## src/rtl/commit_pkg.sv

```systemverilog
// Shared types and constants for the commit stage: record layout, popcount helper, arbiter modes.
package commit_pkg;

   localparam int unsigned NUM_THREADS  = 4;
   localparam int unsigned NUM_WARPS    = 4;
   localparam int unsigned NW_BITS      = (NUM_WARPS > 1) ? $clog2(NUM_WARPS) : 1;
   localparam int unsigned XLEN         = 32;
   localparam int unsigned NR_BITS      = 6;
   localparam int unsigned UUID_WIDTH   = 44;
   localparam int unsigned COMMIT_SIZEW = $clog2(NUM_THREADS + 1);

   localparam string ARB_RR   = "R";
   localparam string ARB_PRIO = "P";

   typedef struct packed {
      logic [UUID_WIDTH-1:0]                uuid;
      logic [NW_BITS-1:0]                   wid;
      logic [NUM_THREADS-1:0]               tmask;
      logic [XLEN-1:0]                      pc;
      logic                                 wb;
      logic [NR_BITS-1:0]                   rd;
      logic [NUM_THREADS-1:0][XLEN-1:0]     data;
      logic                                 sop;
      logic                                 eop;
   } commit_data_t;

   // Number of active threads in a mask.
   function automatic logic [COMMIT_SIZEW-1:0] popcount(input logic [NUM_THREADS-1:0] mask);
      logic [COMMIT_SIZEW-1:0] n;
      n = '0;
      for (int i = 0; i < int'(NUM_THREADS); i++) begin
         n = n + COMMIT_SIZEW'(mask[i]);
      end
      return n;
   endfunction

endpackage

```

## src/rtl/commit_if.sv

```systemverilog
// Commit-source and writeback handshake bundle between execute units, commit stage and writeback.
interface commit_if #(
   parameter int unsigned NUM_INPUTS = 4
);
   import commit_pkg::*;

   logic [NUM_INPUTS-1:0]    in_valid;
   logic [NUM_INPUTS-1:0]    in_ready;
   commit_data_t [NUM_INPUTS-1:0] in_data;
   logic                     wb_valid;
   logic                     wb_ready;
   commit_data_t             wb_data;

   modport slave (
      input  in_valid, in_data, wb_ready,
      output in_ready, wb_valid, wb_data
   );

   modport master (
      output in_valid, in_data, wb_ready,
      input  in_ready, wb_valid, wb_data
   );

endinterface

```

## src/rtl/commit_arbiter.sv

```systemverilog
// One-hot grant among requesting commit sources: round-robin with a rotating pointer, or fixed priority.
module commit_arbiter
   import commit_pkg::*;
#(
   parameter int unsigned NUM_INPUTS = 4,
   parameter string       ARBITER    = ARB_RR
) (
   input  logic                  clk,
   input  logic                  reset_n,
   input  logic [NUM_INPUTS-1:0] i_req,
   output logic [NUM_INPUTS-1:0] o_grant_c
);

   localparam int unsigned IDX_W = (NUM_INPUTS > 1) ? $clog2(NUM_INPUTS) : 1;

   logic [IDX_W-1:0] r_ptr;
   logic [IDX_W-1:0] w_ptr_next;

   function automatic int unsigned wrap_idx(input int unsigned base, input int unsigned off);
      return (base + off) % NUM_INPUTS;
   endfunction

   // Descending scan so the lowest-ranked requester is the last (winning) assignment.
   always_comb begin
      o_grant_c  = '0;
      w_ptr_next = r_ptr;
      if (ARBITER == ARB_PRIO) begin
         for (int i = int'(NUM_INPUTS) - 1; i >= 0; i--) begin
            if (i_req[i]) begin
               o_grant_c = NUM_INPUTS'(1) << i;
            end
         end
      end else begin
         for (int k = int'(NUM_INPUTS) - 1; k >= 0; k--) begin
            if (i_req[wrap_idx(32'(r_ptr), 32'(k))]) begin
               o_grant_c  = NUM_INPUTS'(1) << wrap_idx(32'(r_ptr), 32'(k));
               w_ptr_next = IDX_W'(wrap_idx(32'(r_ptr), 32'(k + 1)));
            end
         end
      end
   end

   always_ff @(posedge clk or negedge reset_n) begin
      if (!reset_n) begin
         r_ptr <= '0;
      end else begin
         r_ptr <= w_ptr_next;
      end
   end

endmodule

```

## src/rtl/commit_unit.sv

```systemverilog
// Commit stage: arbitrates commit sources into a retire FIFO, drives a backpressured writeback
// port, and tracks retired thread-instructions plus per-warp end-of-packet commit pulses.
module commit_unit
   import commit_pkg::*;
#(
   parameter int unsigned NUM_INPUTS    = 4,
   parameter int unsigned PERF_CTR_BITS = 44,
   parameter string       ARBITER       = ARB_RR,
   parameter int unsigned BUF_DEPTH     = 2
) (
   input  logic                     clk,
   input  logic                     reset_n,
   commit_if.slave                  bus,
   output logic [PERF_CTR_BITS-1:0] instret,
   output logic                     committed,
   output logic [NW_BITS-1:0]       committed_wid
);

   localparam int unsigned PTR_W = (BUF_DEPTH > 1) ? $clog2(BUF_DEPTH) : 1;
   localparam int unsigned CNT_W = $clog2(BUF_DEPTH + 1);
   localparam int unsigned SUM_W = PERF_CTR_BITS + 1;

   logic [NUM_INPUTS-1:0]    w_req;
   logic [NUM_INPUTS-1:0]    w_grant;
   logic                     w_can_accept;
   logic                     w_push;
   logic                     w_pop;
   logic                     w_head_valid;
   commit_data_t             w_in_rec;
   commit_data_t             w_head;
   logic [SUM_W-1:0]         w_inst_sum;
   logic [PERF_CTR_BITS-1:0] w_inst_next;

   commit_data_t             r_mem [BUF_DEPTH];
   logic [PTR_W-1:0]         r_head;
   logic [PTR_W-1:0]         r_tail;
   logic [CNT_W-1:0]         r_count;
   logic [PERF_CTR_BITS-1:0] r_instret;
   logic                     r_committed;
   logic [NW_BITS-1:0]       r_committed_wid;

   function automatic logic [PTR_W-1:0] ptr_inc(input logic [PTR_W-1:0] p);
      return (p == PTR_W'(BUF_DEPTH - 1)) ? '0 : p + PTR_W'(1);
   endfunction

   // Grants depend only on registered occupancy, never on wb_ready; none while in reset.
   assign w_can_accept = reset_n && (r_count < CNT_W'(BUF_DEPTH));
   assign w_req        = w_can_accept ? bus.in_valid : '0;

   commit_arbiter #(
      .NUM_INPUTS (NUM_INPUTS),
      .ARBITER    (ARBITER)
   ) u_arb (
      .clk       (clk),
      .reset_n   (reset_n),
      .i_req     (w_req),
      .o_grant_c (w_grant)
   );

   assign bus.in_ready = w_grant;
   assign w_push       = |w_grant;

   always_comb begin
      w_in_rec = '0;
      for (int i = 0; i < int'(NUM_INPUTS); i++) begin
         if (w_grant[i]) begin
            w_in_rec = bus.in_data[i];
         end
      end
   end

   // Records without writeback retire regardless of wb_ready.
   assign w_head_valid = (r_count != '0);
   assign w_head       = r_mem[r_head];
   assign w_pop        = w_head_valid && (!w_head.wb || bus.wb_ready);
   assign bus.wb_valid = w_head_valid && w_head.wb;
   assign bus.wb_data  = w_head;

   always_ff @(posedge clk or negedge reset_n) begin
      if (!reset_n) begin
         r_head  <= '0;
         r_tail  <= '0;
         r_count <= '0;
         for (int i = 0; i < int'(BUF_DEPTH); i++) begin
            r_mem[i] <= '0;
         end
      end else begin
         if (w_push) begin
            r_mem[r_tail] <= w_in_rec;
            r_tail        <= ptr_inc(r_tail);
         end
         if (w_pop) begin
            r_head <= ptr_inc(r_head);
         end
         if (w_push && !w_pop) begin
            r_count <= r_count + CNT_W'(1);
         end else if (!w_push && w_pop) begin
            r_count <= r_count - CNT_W'(1);
         end
      end
   end

   // One extra sum bit detects overflow so the counter pins at all-ones.
   assign w_inst_sum  = {1'b0, r_instret} + SUM_W'(popcount(w_head.tmask));
   assign w_inst_next = w_inst_sum[PERF_CTR_BITS] ? '1 : w_inst_sum[PERF_CTR_BITS-1:0];

   always_ff @(posedge clk or negedge reset_n) begin
      if (!reset_n) begin
         r_instret       <= '0;
         r_committed     <= 1'b0;
         r_committed_wid <= '0;
      end else begin
         r_committed <= w_pop && w_head.eop;
         if (w_pop) begin
            r_instret       <= w_inst_next;
            r_committed_wid <= w_head.wid;
         end
      end
   end

   assign instret       = r_instret;
   assign committed     = r_committed;
   assign committed_wid = r_committed_wid;

endmodule
```

## src/flat_wrapper.sv

```systemverilog
// flat-port wrapper written by rule: the top's interface ports become plain ports
module commit_unit_flat import commit_pkg::*;
#(
   parameter int unsigned NUM_INPUTS    = 4,
   parameter int unsigned PERF_CTR_BITS = 44,
   parameter string       ARBITER       = ARB_RR,
   parameter int unsigned BUF_DEPTH     = 2
)
  (clk, reset_n, instret, committed, committed_wid, bus_in_valid, bus_in_data, bus_wb_ready, bus_in_ready, bus_wb_valid, bus_wb_data);
  commit_if #(.NUM_INPUTS(NUM_INPUTS)) bus_i ();
  input  logic clk;
  input  logic reset_n;
  output logic [PERF_CTR_BITS-1:0] instret;
  output logic committed;
  output logic [NW_BITS-1:0] committed_wid;
  input wire logic [$bits(bus_i.in_valid)-1:0] bus_in_valid;
  input wire logic [$bits(bus_i.in_data)-1:0] bus_in_data;
  input wire logic [$bits(bus_i.wb_ready)-1:0] bus_wb_ready;
  output wire logic [$bits(bus_i.in_ready)-1:0] bus_in_ready;
  output wire logic [$bits(bus_i.wb_valid)-1:0] bus_wb_valid;
  output wire logic [$bits(bus_i.wb_data)-1:0] bus_wb_data;
  assign bus_i.in_valid = bus_in_valid;
  assign bus_i.in_data = bus_in_data;
  assign bus_i.wb_ready = bus_wb_ready;
  assign bus_in_ready = bus_i.in_ready;
  assign bus_wb_valid = bus_i.wb_valid;
  assign bus_wb_data = bus_i.wb_data;
  commit_unit #(.NUM_INPUTS(NUM_INPUTS), .PERF_CTR_BITS(PERF_CTR_BITS), .ARBITER(ARBITER), .BUF_DEPTH(BUF_DEPTH)) u_core (.clk(clk), .reset_n(reset_n), .bus(bus_i), .instret(instret), .committed(committed), .committed_wid(committed_wid));
endmodule
```

## config.mk

```make
export PLATFORM = sky130hd
export DESIGN_NAME = commit_unit_flat
export DESIGN_NICKNAME = d
export VERILOG_FILES = /design/src/rtl/commit_pkg.sv /design/src/rtl/commit_if.sv /design/src/rtl/commit_arbiter.sv /design/src/rtl/commit_unit.sv /design/src/flat_wrapper.sv
export SDC_FILE = /design/constraint.sdc
export NUM_CORES = 1
export LEC_CHECK = 0
export ABC_AREA = 1
export CAP_MARGIN = 10
export CORE_AREA = 2 2 456 458
export CTS_BUF_LIST = sky130_fd_sc_hd__clkbuf_16
export CTS_CLUSTER_DIAMETER = 60
export DETAILED_ROUTE_END_ITERATION = 8
export DIE_AREA = 0 0 458 460
export HOLD_SLACK_MARGIN = 0.02
export PLACE_DENSITY = 0.43
export SLEW_MARGIN = 40
export SYNTH_ARGS = -nofsm -noshare
export SYNTH_HDL_FRONTEND = slang
export SYNTH_SLANG_ARGS = --single-unit
```

## constraint.sdc

```tcl
create_clock -name clk -period 9.2 [get_ports clk]
set_input_delay 1.84 -clock clk [delete_from_list [all_inputs] [get_ports clk]]
set_output_delay 1.84 -clock clk [all_outputs]
set_load 0.05 [all_outputs]
```

==> flow_summary_export.csv, run 1 <==
group,metric,value,unit
setup_path,worst_setup_path_endpoint,"bus_in_ready[2]",
detailed_routing,num_vias,36800,
min_path,worstHoldPathType,"register to register",
layout,fin_area,49000,sq um
timing,timing_max_transition_violations_final,0,
layout,multi_input_comb_area,16300,sq um
timing,worst-slew-pin-transition,883,ps
layout,layout.filler_cells,23400,
floorplan,chipWidth,458,microns
synth,yosysWarningCount,0,
setup_path,worstPathRequired,7360,ps
clock_network,cts.root.buffer_cell,"sky130_fd_sc_hd__clkbuf_16",
timing,setup_tns_after_final_layout,0,ps
setup_path,cp-startpoint,"reset_n",
clock_network,number_of_h_tree_levels,3,
timing,rsz0062_at_grt,"no",
place,port_buffers,1153,
timing,hold_viol,0,
place,placedInstanceArea,46000,sq um
floorplan,initial_utilization,15.5,%
grt,wire_length_of_the_first_global_routing_pass,260000,microns
synth,netlist_instances,5202,
detailed_routing,drcViolationCount,0,
clock_network,post_cts_resized,0,
clock_network,cts_made_buffers,81,
floorplan,fp.dieArea,211000,sq um
setup_path,crit_path_max_fanout,91,
layout,final_layout_size_suffix_gt1_share,3.61,%
detailed_routing,routed_wire_length_per_instance,20.5,microns
grt,first_global_vias,36200,
synth,postSynthRegisterBits,491,
detailed_routing,detail-route-antenna-nets,0,
floorplan,io-pin-count,1154,
synth,synth_area,32000,sq um
floorplan,rows,167,
floorplan,dieHeight,460,microns
detailed_routing,drt_pass1_iterations,5,
clock_network,setup_bufs_post_cts,0,
synth,sequential_to_total_area_share_from_yosys_stat,38.4,%
synth,postSynthAreaPerCell,6.16,sq um
status,run_status,"completed",
setup_path,worstReg2RegStart,"u_core.r_head",
setup_path,crit_path_arrival_time,4590,ps
clock_network,cts_hold_buffers,0,
synth,synthTopCellsByArea,"sky130_fd_sc_hd__dfrtp_1 38%, sky130_fd_sc_hd__nand2_1 32%, sky130_fd_sc_hd__nand3_1 7.8%",
setup_path,r2r_setup_slack,3440,ps
detailed_routing,initialDrtViolationCount,2390,
setup_path,r2r.worst_path.cells,24,
clock_network,cts_num_sinks,491,
setup_path,worst-setup-path-type,"primary input to primary output",
setup_path,setup.worst_path.end_class,"primary output",
place,place_congestion,0.913,
setup_path,cp-start-kind,"primary input",
synth,synth_area_leader_cell,"sky130_fd_sc_hd__dfrtp_1",
layout,layout-area-overhead-vs-synth,53.0,%
grt,groute.usage.overall,16.7,%
timing,max_freq,0.156,GHz
timing,final.min_clock_period,6430,ps
synth,syn_nets,6097,
run,maxcap_violations,0,
layout,regArea,12300,sq um
synth,yosysTopAreaCellShare,38.4,%
place,hpwl_after_detailed_placement,139000,microns
timing,slew_headroom,41.0,%
clock_network,tritoncts_clock_tree,"yes",
timing,finalCritPeriodShare,69.9,%
clock_network,worst_setup_hold_path_clk_slew,50,ps
clock_network,cts.path.max_buffers,3,
detailed_routing,route.detailed.vias_per_inst,4.11,
synth,synth_cell_type_count,34,
timing,final_setup_violation_count,0,
timing,finalClockSkew,40.8,ps
detailed_routing,totalWireLength,184000,microns
clock_network,clock_latency,700,ps
setup_path,r2r-end,"u_core.instret[26]",
grt,grt_antenna_before_repair,37,
floorplan,core_area,206000,sq um
grt,grt_start_max_net_pins,174,
layout,finalNetCount,7063,
grt,grt-ovfl-total,0,
area by class of cell:
type,count,share of cell area [%]
Multi-Input combinational cell,3882,33.3
Sequential cell,491,25.1
Timing Repair Buffer,1202,24.9
Tap cell,2704,6.91
Clock buffer,82,4.19
Inverter,510,3.98
Clock inverter,64,1.52
Antenna cell,14,0.0715
cells in the mapped netlist, drive strengths merged:
cell type	number
nor4	7
a31oi	5
clkbuf	107
a21oi	444
or2	6
ha	10
inv	510
nor3	22
nor3b	2
xnor2	5
buf	212
nand3b	2
nand2b	1
a22oi	1
fa	2
nand4	21
a221oi	1
nor2	52
o21ai	29
nand2	2746
nand3	505
xor2	21
dfrtp	491
sequential cells by signal, indices dropped and copies added (netlist names):
name	flops
u_core.u_arb.r_ptr	2
u_core.committed	1
u_core.r_count	2
u_core.instret	44
u_core.r_head	1
u_core.r_mem	438
u_core.committed_wid	2
u_core.r_tail	1
per-stage QoR:
stage	setup slack (ps)	cells	util (%)	hold WS, ps
floorplan	3750	5202	-	442
global placement	2590	8780	22.3	461
detailed placement	2690	8784	22.3	462
CTS	2690	8930	23.7	477
global route	2560	8938	23.8	486
finish	2770	8949	23.8	473
worst max-delay path: stages:
cell	delay [ps]
sky130_fd_sc_hd__buf_8	150
sky130_fd_sc_hd__inv_2	170
sky130_fd_sc_hd__nor2_4	50
sky130_fd_sc_hd__nand3_1	130
sky130_fd_sc_hd__nand3_2	160
sky130_fd_sc_hd__nand2_2	180
sky130_fd_sc_hd__nand2_1	80
sky130_fd_sc_hd__inv_2	100
sky130_fd_sc_hd__nand2_1	140
sky130_fd_sc_hd__nand2_8	480
sky130_fd_sc_hd__clkdlybuf4s50_1	920
worst min-delay path by stage:
stage,start,endpoint,slack [ps],depth (start not counted)
floorplan,u_core.r_mem[0],u_core.r_mem[0],440,2
CTS,u_core.r_mem[219],u_core.r_mem[219],480,2
finish,u_core.r_mem[90],u_core.r_mem[90],470,2
detailed placement,u_core.r_mem[219],u_core.r_mem[219],460,2
global route,u_core.r_mem[90],u_core.r_mem[90],490,2
global placement,u_core.r_mem[421],u_core.r_mem[421],460,2
per-layer routing:
| metal | wire length [microns] | global-route usage, % |
|---|---|---|
| met5 | 145 | 0 |
| met4 | 4350 | 4.66 |
| met3 | 13900 | 4.48 |
| met2 | 90300 | 29.3 |
| met1 | 75000 | 20.0 |
logic make-up after synthesis:
| kind of cell | share of synthesized area, % |
|---|---|
| adder cells (fa/ha/maj) | 0.516 |
| flip-flops | 38.4 |
| buffers and inverters | 10.8 |
| AO/OA/AOI/OAI | 7.62 |
| AND/OR/NAND/NOR | 42.0 |
| XOR/XNOR | 0.711 |
cells in the final DEF, fill, tap and decap left out, types with 3 or more instances in the layout:
cell                              synthesis  routed
sky130_fd_sc_hd__dfrtp_1                491     490
sky130_fd_sc_hd__nand3_1                501     501
sky130_fd_sc_hd__buf_12                   0      16
sky130_fd_sc_hd__nor4_1                   7       7
sky130_fd_sc_hd__inv_1                  501     508
sky130_fd_sc_hd__buf_4                   31      25
sky130_fd_sc_hd__o21ai_0                 28      26
sky130_fd_sc_hd__buf_16                   0       5
sky130_fd_sc_hd__nand4_1                 20      20
sky130_fd_sc_hd__diode_2                  0      14
sky130_fd_sc_hd__buf_6                    0       3
sky130_fd_sc_hd__a31oi_1                  5       5
sky130_fd_sc_hd__clkinvlp_4               0       6
sky130_fd_sc_hd__nor3_1                  21      21
sky130_fd_sc_hd__buf_2                  174       7
sky130_fd_sc_hd__nor2_4                   3       3
sky130_fd_sc_hd__clkinv_1                 0       6
sky130_fd_sc_hd__clkdlybuf4s50_1          0    1145
sky130_fd_sc_hd__or2_2                    6       6
sky130_fd_sc_hd__bufinv_16                0      11
sky130_fd_sc_hd__clkinv_4                 0       7
sky130_fd_sc_hd__nand2_1               2742    2740
sky130_fd_sc_hd__clkinv_2                 0      11
sky130_fd_sc_hd__inv_2                    9       6
sky130_fd_sc_hd__ha_1                    10      10
sky130_fd_sc_hd__nor2_1                  48      48
sky130_fd_sc_hd__nand3_2                  4       4
sky130_fd_sc_hd__inv_8                    0       5
sky130_fd_sc_hd__clkbuf_16                0      82
sky130_fd_sc_hd__xor2_1                  21      21
sky130_fd_sc_hd__inv_6                    0       9
sky130_fd_sc_hd__a21oi_1                442     442
sky130_fd_sc_hd__xnor2_1                  5       5
Power of run 1 is not shown: default switching activity piles up to over one toggle a cycle in this logic, so the estimate is an artifact.
==> inputs of run 2 (changes only) <==
PLACE_DENSITY = 0.44   (was 0.43)
clock period = 5.8 ns   (was 9.2 ns; I/O delays follow)
==> run 2 against run 1 <==
Non-clock buffer count is 25 higher. Utilization rose by 0.053 points. Register-to-register slack got worse by 2200 ps. Flip-flop and latch count is the same. Global-route usage barely moved. Clock skew down 9.7 ps. Setup slack got worse by 1800 ps. Routed wire length about the same. First-iteration DRC count rose by 0.21%. Sequential share of layout area fell by 0.056 points. Worst hold slack lost 100 ps. Largest cell class unchanged. Highest routed layer unchanged.
==> flow_summary_export.csv, run 2 (synthesis gave the netlist of run 1 again) <==
group,metric,value,unit
timing,worst-slew-pin-transition,945,ps
floorplan,rows,167,
status,run_status,"completed",
layout,final_layout_size_suffix_gt1_share,3.84,%
setup_path,crit_path_arrival_time,3680,ps
run,maxcap_violations,0,
detailed_routing,drt_pass1_iterations,5,
grt,grt-ovfl-total,0,
clock_network,tritoncts_clock_tree,"yes",
floorplan,dieHeight,460,microns
clock_network,setup_bufs_post_cts,0,
layout,finalNetCount,7085,
clock_network,number_of_h_tree_levels,3,
layout,layout.core_utilization,23.8,%
floorplan,core_area,206000,sq um
timing,final_setup_violation_count,0,
setup_path,worst-setup-path-type,"register to primary output",
grt,grt_start_max_net_pins,129,
floorplan,io-pin-count,1154,
setup_path,worstPathRequired,4640,ps
detailed_routing,initialDrtViolationCount,2395,
grt,wire_length_of_the_first_global_routing_pass,261000,microns
timing,setup_tns_after_final_layout,0,ps
floorplan,fp.dieArea,211000,sq um
setup_path,cp-start-kind,"register",
clock_network,worst_setup_hold_path_clk_slew,50,ps
clock_network,post_cts_resized,0,
clock_network,cts_num_sinks,491,
layout,leading_cell_type_in_the_layout_fill_and_taps_excluded,"sky130_fd_sc_hd__nand2_1",
place,dp_slack,1180,ps
timing,slew_headroom,37.0,%
floorplan,initial_utilization,15.5,%
setup_path,r2r_setup_slack,1250,ps
place,port_buffers,1153,
grt,grt_antenna_before_repair,35,
grt,groute.usage.overall,16.8,%
setup_path,setup.worst_path.end_class,"primary output",
clock_network,cts.root.buffer_cell,"sky130_fd_sc_hd__clkbuf_16",
timing,hold_viol,0,
layout,largest-register,"u_core.r_mem",
timing,max_freq,0.206,GHz
grt,first_global_vias,36300,
layout,most_frequent_cells_in_the_layout,"2,740 x sky130_fd_sc_hd__nand2_1, 1,141 x sky130_fd_sc_hd__clkdlybuf4s50_1, 516 x sky130_fd_sc_hd__inv_1",
timing,finalCritPeriodShare,83.5,%
detailed_routing,route.detailed.vias_per_inst,4.09,
clock_network,cts.path.max_buffers,3,
clock_network,cts_made_buffers,78,
layout,layout-area-overhead-vs-synth,53.3,%
clock_network,clock_latency,690,ps
detailed_routing,detail-route-antenna-nets,0,
detailed_routing,routed_wire_length_per_instance,20.5,microns
layout,flip_flop_count_of_the_largest_register_all_copies_and_words_added,438,
clock_network,cts_hold_buffers,0,
timing,final.min_clock_period,4840,ps
detailed_routing,totalWireLength,184000,microns
place,hpwl_after_detailed_placement,139000,microns
floorplan,chipWidth,458,microns
timing,rsz0062_at_grt,"no",
place,place_congestion,0.888,
detailed_routing,drcViolationCount,0,
layout,layout.filler_cells,23400,
detailed_routing,num_vias,36700,
setup_path,crit_path_max_fanout,93,
timing,finalClockSkew,31.0,ps
min_path,worstHoldPathType,"primary input to async pin",
timing,final_critical_path_setup_slack,957,ps
timing,timing_max_transition_violations_final,0,
==> run 2: cell count changes in the layout (fill, tap and decap cells not counted), sizes merged <==
cell | previous run | this run
clkbuf | 82 | 80
inv | 531 | 540
clkinv | 26 | 18
diode | 14 | 11
buf | 57 | 86
clkinvlp | 6 | 5
bufinv | 11 | 6
clkdlybuf4s50 | 1145 | 1141
==> run 2: critical path: stages (launching register included) <==
cell                              delay [ps]
sky130_fd_sc_hd__dfrtp_4                 580
sky130_fd_sc_hd__inv_8                   180
sky130_fd_sc_hd__buf_12                  210
sky130_fd_sc_hd__buf_16                  320
sky130_fd_sc_hd__or2_2                   210
sky130_fd_sc_hd__o21ai_0                 230
sky130_fd_sc_hd__inv_1                   130
sky130_fd_sc_hd__clkdlybuf4s50_1         840
==> run 2: final cells by class <==
class | count | area (sq um) | area share, %
clock buffers | 80 | 2000 | 4.08
diodes | 11 | 27.5 | 0.0561
multi-input cells | 3882 | 16300 | 33.3
well taps | 2704 | 3380 | 6.89
inverters | 510 | 1940 | 3.96
flip-flops and latches | 491 | 12300 | 25.0
clock inverters | 59 | 554 | 1.13
repair buffers | 1227 | 12500 | 25.6
==> run 2: per-layer routing <==
layer  wire length [microns]  up-vias  GRT usage, %
met2                   89700     1277          29.3
met5                     162        -             0
met4                    3870       26          4.33
met1                   76200    17100          20.4
li1                        -    18100             -
met3                   13800      166          4.23
==> run 2: stage by stage <==
step / area, sq um / cells / hold WS, ps
after global routing: 49100 / 8957 / 324
final: 49100 / 8964 / 369
after CTS: 49000 / 8950 / 287
after detailed placement: 46400 / 8811 / 458
after floorplan: 32000 / 5202 / 442
after global placement: 46400 / 8810 / 461
==> run 2: worst paths after layout <==
kind                                        from                 end  cells past startpoint
min in group clk                u_core.r_mem[17]    u_core.r_mem[17]                      2
worst min register to register  u_core.r_mem[17]    u_core.r_mem[17]                      2
worst max-delay path               u_core.r_head      bus_wb_data[0]                      7
worst min-delay path                     reset_n  u_core.instret[24]                      1
worst max register to register     u_core.r_head  u_core.instret[16]                     24
max in group asynchronous                reset_n    u_core.r_mem[45]                      5
Power of run 2 is left out for the same reason.
